<file path="src/rtl/piso_tx.sv">
// piso_tx: parallel-in serial-out transmitter with valid/ready word intake.
// Latency: first serial bit appears the cycle after a word is accepted; frames are contiguous when back-to-back.
// Backpressure: in_ready is high only in IDLE or in the final-bit cycle of a frame; words are held off otherwise.
//
// Ports:
//   clk        - single clock, all state changes on its rising edge
//   rst_n      - asynchronous active-low reset
//   in_data    - parallel word to serialize (WIDTH bits)
//   in_valid   - in_data is valid
//   in_ready   - a word is accepted this cycle when in_valid is also high
//   ser_out    - serial bit towards the downstream shift-register chain
//   ser_valid  - ser_out carries a frame bit this cycle
//   busy       - a frame is in progress
//   frame_done - one-cycle pulse on the final bit of a frame
//
// Parameters: WIDTH (2..32), MSB_FIRST (1: bit WIDTH-1 first, 0: bit 0 first).
// Optional feature: define PISO_PARITY_EN to append one even-parity bit
// (XOR of the accepted word) after the data bits, giving WIDTH+1 bit frames.
module piso_tx #(
  parameter int WIDTH     = 8,
  parameter bit MSB_FIRST = 1'b1
) (
  input  logic             clk,
  input  logic             rst_n,
  input  logic [WIDTH-1:0] in_data,
  input  logic             in_valid,
  output logic             in_ready,
  output logic             ser_out,
  output logic             ser_valid,
  output logic             busy,
  output logic             frame_done
);

  localparam int CW = $clog2(WIDTH);
  localparam logic [CW-1:0] LAST = CW'(WIDTH - 1);
`ifndef PISO_PARITY_EN
  localparam logic [CW-1:0] PENULT = CW'(WIDTH - 2);
`endif

`ifdef PISO_PARITY_EN
  typedef enum logic [1:0] {IDLE, SHIFT, PAR} state_t;
`else
  typedef enum logic [1:0] {IDLE, SHIFT} state_t;
`endif

  state_t           state_q, state_d;
  logic [WIDTH-1:0] shreg_q, shreg_d;
  logic [CW-1:0]    cnt_q, cnt_d;
  logic             ser_out_q, ser_out_d;
  logic             ser_valid_q, ser_valid_d;
  logic             busy_q, busy_d;
  logic             frame_done_q, frame_done_d;
`ifdef PISO_PARITY_EN
  logic             par_q, par_d;
`endif

  logic             accept;
  logic             do_load;
  logic             head_bit;
  logic             first_bit;
  logic [WIDTH-1:0] shreg_shifted;
  logic [WIDTH-1:0] load_shifted;

  // frame_done_q marks the final-bit cycle, which is exactly when a new
  // word may be taken alongside IDLE. Gating with rst_n keeps in_ready low
  // while reset is held and lets it rise in the first cycle after release.
  assign in_ready = rst_n & ((state_q == IDLE) | frame_done_q);
  assign accept   = in_valid & in_ready;

  // The register holds the bits still to be sent; the bit on ser_out has
  // already been shifted out, so a load stores the word pre-shifted by one.
  always_comb begin
    if (MSB_FIRST) begin
      head_bit      = shreg_q[WIDTH-1];
      shreg_shifted = {shreg_q[WIDTH-2:0], 1'b0};
      first_bit     = in_data[WIDTH-1];
      load_shifted  = {in_data[WIDTH-2:0], 1'b0};
    end else begin
      head_bit      = shreg_q[0];
      shreg_shifted = {1'b0, shreg_q[WIDTH-1:1]};
      first_bit     = in_data[0];
      load_shifted  = {1'b0, in_data[WIDTH-1:1]};
    end
  end

  always_comb begin
    state_d      = state_q;
    shreg_d      = shreg_q;
    cnt_d        = cnt_q;
    ser_out_d    = 1'b0;
    ser_valid_d  = 1'b0;
    busy_d       = 1'b0;
    frame_done_d = 1'b0;
    do_load      = 1'b0;
`ifdef PISO_PARITY_EN
    par_d        = par_q;
`endif

    case (state_q)
      IDLE: begin
        do_load = accept;
      end

      SHIFT: begin
        if (cnt_q != LAST) begin
          cnt_d       = cnt_q + CW'(1);
          shreg_d     = shreg_shifted;
          ser_out_d   = head_bit;
          ser_valid_d = 1'b1;
          busy_d      = 1'b1;
`ifndef PISO_PARITY_EN
          // Next cycle presents bit WIDTH-1, the final bit of the frame.
          frame_done_d = (cnt_q == PENULT);
`endif
        end else begin
`ifdef PISO_PARITY_EN
          state_d      = PAR;
          cnt_d        = '0;
          shreg_d      = '0;
          ser_out_d    = par_q;
          ser_valid_d  = 1'b1;
          busy_d       = 1'b1;
          frame_done_d = 1'b1;
`else
          if (accept) begin
            do_load = 1'b1;
          end else begin
            state_d = IDLE;
            cnt_d   = '0;
            shreg_d = '0;
          end
`endif
        end
      end

`ifdef PISO_PARITY_EN
      PAR: begin
        if (accept) begin
          do_load = 1'b1;
        end else begin
          state_d = IDLE;
        end
      end
`endif

      default: begin
        state_d = IDLE;
        cnt_d   = '0;
        shreg_d = '0;
      end
    endcase

    // A load overrides whatever the current state decided; it is taken
    // from IDLE or from the final-bit cycle so frames run back-to-back.
    if (do_load) begin
      state_d      = SHIFT;
      shreg_d      = load_shifted;
      cnt_d        = '0;
      ser_out_d    = first_bit;
      ser_valid_d  = 1'b1;
      busy_d       = 1'b1;
      frame_done_d = 1'b0;
`ifdef PISO_PARITY_EN
      par_d        = ^in_data;
`endif
    end
  end

  always_ff @(posedge clk or negedge rst_n) begin
    if (!rst_n) begin
      state_q      <= IDLE;
      shreg_q      <= '0;
      cnt_q        <= '0;
      ser_out_q    <= 1'b0;
      ser_valid_q  <= 1'b0;
      busy_q       <= 1'b0;
      frame_done_q <= 1'b0;
`ifdef PISO_PARITY_EN
      par_q        <= 1'b0;
`endif
    end else begin
      state_q      <= state_d;
      shreg_q      <= shreg_d;
      cnt_q        <= cnt_d;
      ser_out_q    <= ser_out_d;
      ser_valid_q  <= ser_valid_d;
      busy_q       <= busy_d;
      frame_done_q <= frame_done_d;
`ifdef PISO_PARITY_EN
      par_q        <= par_d;
`endif
    end
  end

  assign ser_out    = ser_out_q;
  assign ser_valid  = ser_valid_q;
  assign busy       = busy_q;
  assign frame_done = frame_done_q;

endmodule

</file>
<file path="config.mk">
export PLATFORM = sky130hd
export DESIGN_NAME = piso_tx
export DESIGN_NICKNAME = d
export VERILOG_FILES = /design/src/rtl/piso_tx.sv
export SDC_FILE = /design/constraint.sdc
export NUM_CORES = 1
export LEC_CHECK = 0
export ABC_AREA = 1
export BUFFER_PORTS_ARGS = -buffer_cell sky130_fd_sc_hd__buf_4
export CAP_MARGIN = 20
export CORE_MARGIN = 3
export CORE_UTILIZATION = 49
export DETAILED_ROUTE_END_ITERATION = 6
export GPL_ROUTABILITY_DRIVEN = 0
export HOLD_SLACK_MARGIN = 0.15
export PLACE_DENSITY_LB_ADDON = 0.12
export SLEW_MARGIN = 20
export SYNTH_ARGS = -nofsm -noshare
export SYNTH_HDL_FRONTEND = slang
export SYNTH_SLANG_ARGS = --single-unit
</file>
<file path="constraint.sdc">
create_clock -name clk -period 1.5 [get_ports clk]
set_input_delay 0.225 -clock clk [delete_from_list [all_inputs] [get_ports clk]]
set_output_delay 0.225 -clock clk [all_outputs]
set_load 0.005 [all_outputs]
</file>
==> results.toml <==
[status]
status = "finished clean"

[layout]
final_common_cell = "nand2_1"
final_util_pct = 70.4
final_layout_size_suffix_gt1_share_pct = 28.0
multi_input_area_um2 = 267
syn_to_final_growth_pct = 25.4
layout_common_cells = "nand2_1, buf_4, dfrtp_1, inv_1"
layout.cells.non_filler = 107
fillers = 100
nets = 108
final_cell_area_um2 = 835
seq_area_um2 = 350
antenna_cells = 0

[placement]
numPortBuffers = 15
dpl_cell_area_um2 = 786
dp_hpwl_um = 1040
place_inst = 102
dp_slack_ns = 0.0408

[routing]
dr.pass1.iters = 4
wl_per_cell_um = 14.1
drc_errors = 0
drtIter0Drc = 24
totalWireLength_um = 1510
via_per_inst = 5.17
vias = 553
ant_nets = 0

[die]
die_area_mm2 = 0.00184
row_count = 12
coreArea_mm2 = 0.00119
dieWidth_um = 42.9
start_util_pct = 56.1
die_height_um = 42.9
ios = 16

[clock_network]
clock_latency_ns = 0.28
cts_tree = "done"
clock_path_buffers = 2
htree_levels = 1
cts_made_buffers = 3
clock_sinks = 14
clk_pin_slew_worst_paths_ns = 0.08
root_buffer = "clkbuf_4"

[synth]
syn_area_um2 = 666
yosysWarningCount = 0
synth_top_area_share_pct = 52.6
yosysTopAreaCell = "dfrtp_1"
ys_ff_latch = 14
synthCells = 75
ys_types = 14
syn_nets = 89
avgSynthCellArea_um2 = 8.88
synth.top_cells.by_area = "dfrtp_1, nand2_1, ha_1"
synth_seq_area_share_pct = 52.6

[pwr]
pwr-share-comb_pct = 37.3
p_per_area_mw_per_mm2 = 1720
power_mw = 1.44
p_sw_mw = 0.547
seqPwrFrac_pct = 43.9
leakage_nw = 0.447
ir_drop_mv = 1.01
power.share.clock_pct = 18.8
sw_frac_of_total_pct = 38.0
p_int_mw = 0.891

[timing]
worst_slew_pin_slew_ns = 0.614
min_period_ns = 1.44
post-route-period-util_pct = 96.1
finalHoldViolCount = 0
drv_slew = 0
setup_slack_ns = 0.0589
fin_skew_ns = 0.00442
finalSetupTns_ns = 0
relSlewSlack_pct = 59.0
rsz0062_at_grt = "false"
finalSetupViolCount = 0
whs_ns = 0.191
clock.fmax_ghz = 0.694

[min_path]
hold_path.class = "in2reg"

[critical_path]
worstPathRequired_ns = 1.27
setup.worst_path.start_class = "flop"
crit_fanout = 8
critPathKind = "reg2out"
cp_cell_sequence = "a21oi_4 > buf_4"
critPathArrivalTime_ns = 1.22
critPathTopFamily = "flip-flops"
end_kind = "output pin"
cpPeakStageDelay_ns = 0.48
crit_buf_inv = 1
cp_slowest_cell = "dfrtp_1"

[global_routing]
grt_overflow = 0
grt_pass1_wl_um = 2490
track_usage_pct = 18.6
grt_max_degree = 15
grt_pass1_vias = 532
antenna_found_initial = 0

[flow_run]
drv_cap = 0
tightest hold or removal path, cell delays in order:
cell	delay, ns
buf_4	0.11
inv_1	0.05
o21ai_2	0.05
final cells by class:
cell class	count	share of cell area, %
timing repair buffer	17	15.6
multi-input combinational	49	31.9
inverter	9	4.05
sequential	14	42.0
tap	14	2.10
clock buffer	4	4.35
metal layers:
layer	vias up	track usage, %	wire, µm
met5	-	0	0
met4	0	7.45	0
met3	0	3.81	102
met2	23	28.1	736
met1	254	25.6	669
li1	276	-	-
flip-flops by register name, summed over array words and instances (netlist names):
signal      flops
busy            1
cnt_q           3
frame_done      1
ser_out         1
shreg_q         7
state_q         1
worst paths after layout:
| path | start | endpoint | slack (ns) | depth (start not counted) |
|---|---|---|---|---|
| setup reg to reg | cnt_q[0]$_DFFE_PN0P_ | cnt_q[0]$_DFFE_PN0P_ | 0.12 | 6 |
| hold / removal | in_data[0] | shreg_q[1]$_DFFE_PN0P_ | 0.19 | 3 |
| min in group asynchronous | rst_n | shreg_q[4]$_DFFE_PN0P_ | 0.51 | 2 |
| hold reg to reg | shreg_q[5]$_DFFE_PN0P_ | shreg_q[5]$_DFFE_PN0P_ | 0.50 | 2 |
| max in group asynchronous | rst_n | cnt_q[0]$_DFFE_PN0P_ | 0.59 | 2 |
| setup / recovery | state_q[0]$_DFFE_PN0P_ | in_ready | 0.06 | 2 |
power by group through the flow:
stage               clock network, mW  registers (mW)  logic (mW)
CTS                             0.270           0.624       0.531
detailed placement                  0           0.631       0.515
global route                    0.295           0.644       0.612
floorplan                           0           0.604       0.352
finish                          0.270           0.631       0.537
global placement                    0           0.629       0.499
kinds of logic (layout without fill, tap and decap cells):
group	count (synthesis)	in the layout	share of synthesized area, %
flip-flops	14	14	52.6
adder cells (fa/ha/maj)	3	3	5.64
AND/OR/NAND/NOR	41	41	27.4
AO/OA/AOI/OAI	5	5	6.58
buffers and inverters	12	30	7.71
timing repair:
item | 4_1_cts | 5_1_grt
setup endpoints to repair | 4 | 13
gates resized for setup | 1 | 1
hold buffers | 1 | 0
endpoints found under the hold margin | 14 | 0
buffers inserted | 0 | 0
Yosys cell counts:
cell     count
nand3_1      6
buf_4        1
nand2_1     26
nand4_1      6
ha_1         3
o21ai_1      2
dfrtp_1     14
buf_2        2
inv_1        9
a21oi_4      1
o21ai_2      1
a21oi_2      1
nor2_1       2
nand3_2      1
No activity file was read; power rests on OpenSTA's default activity.
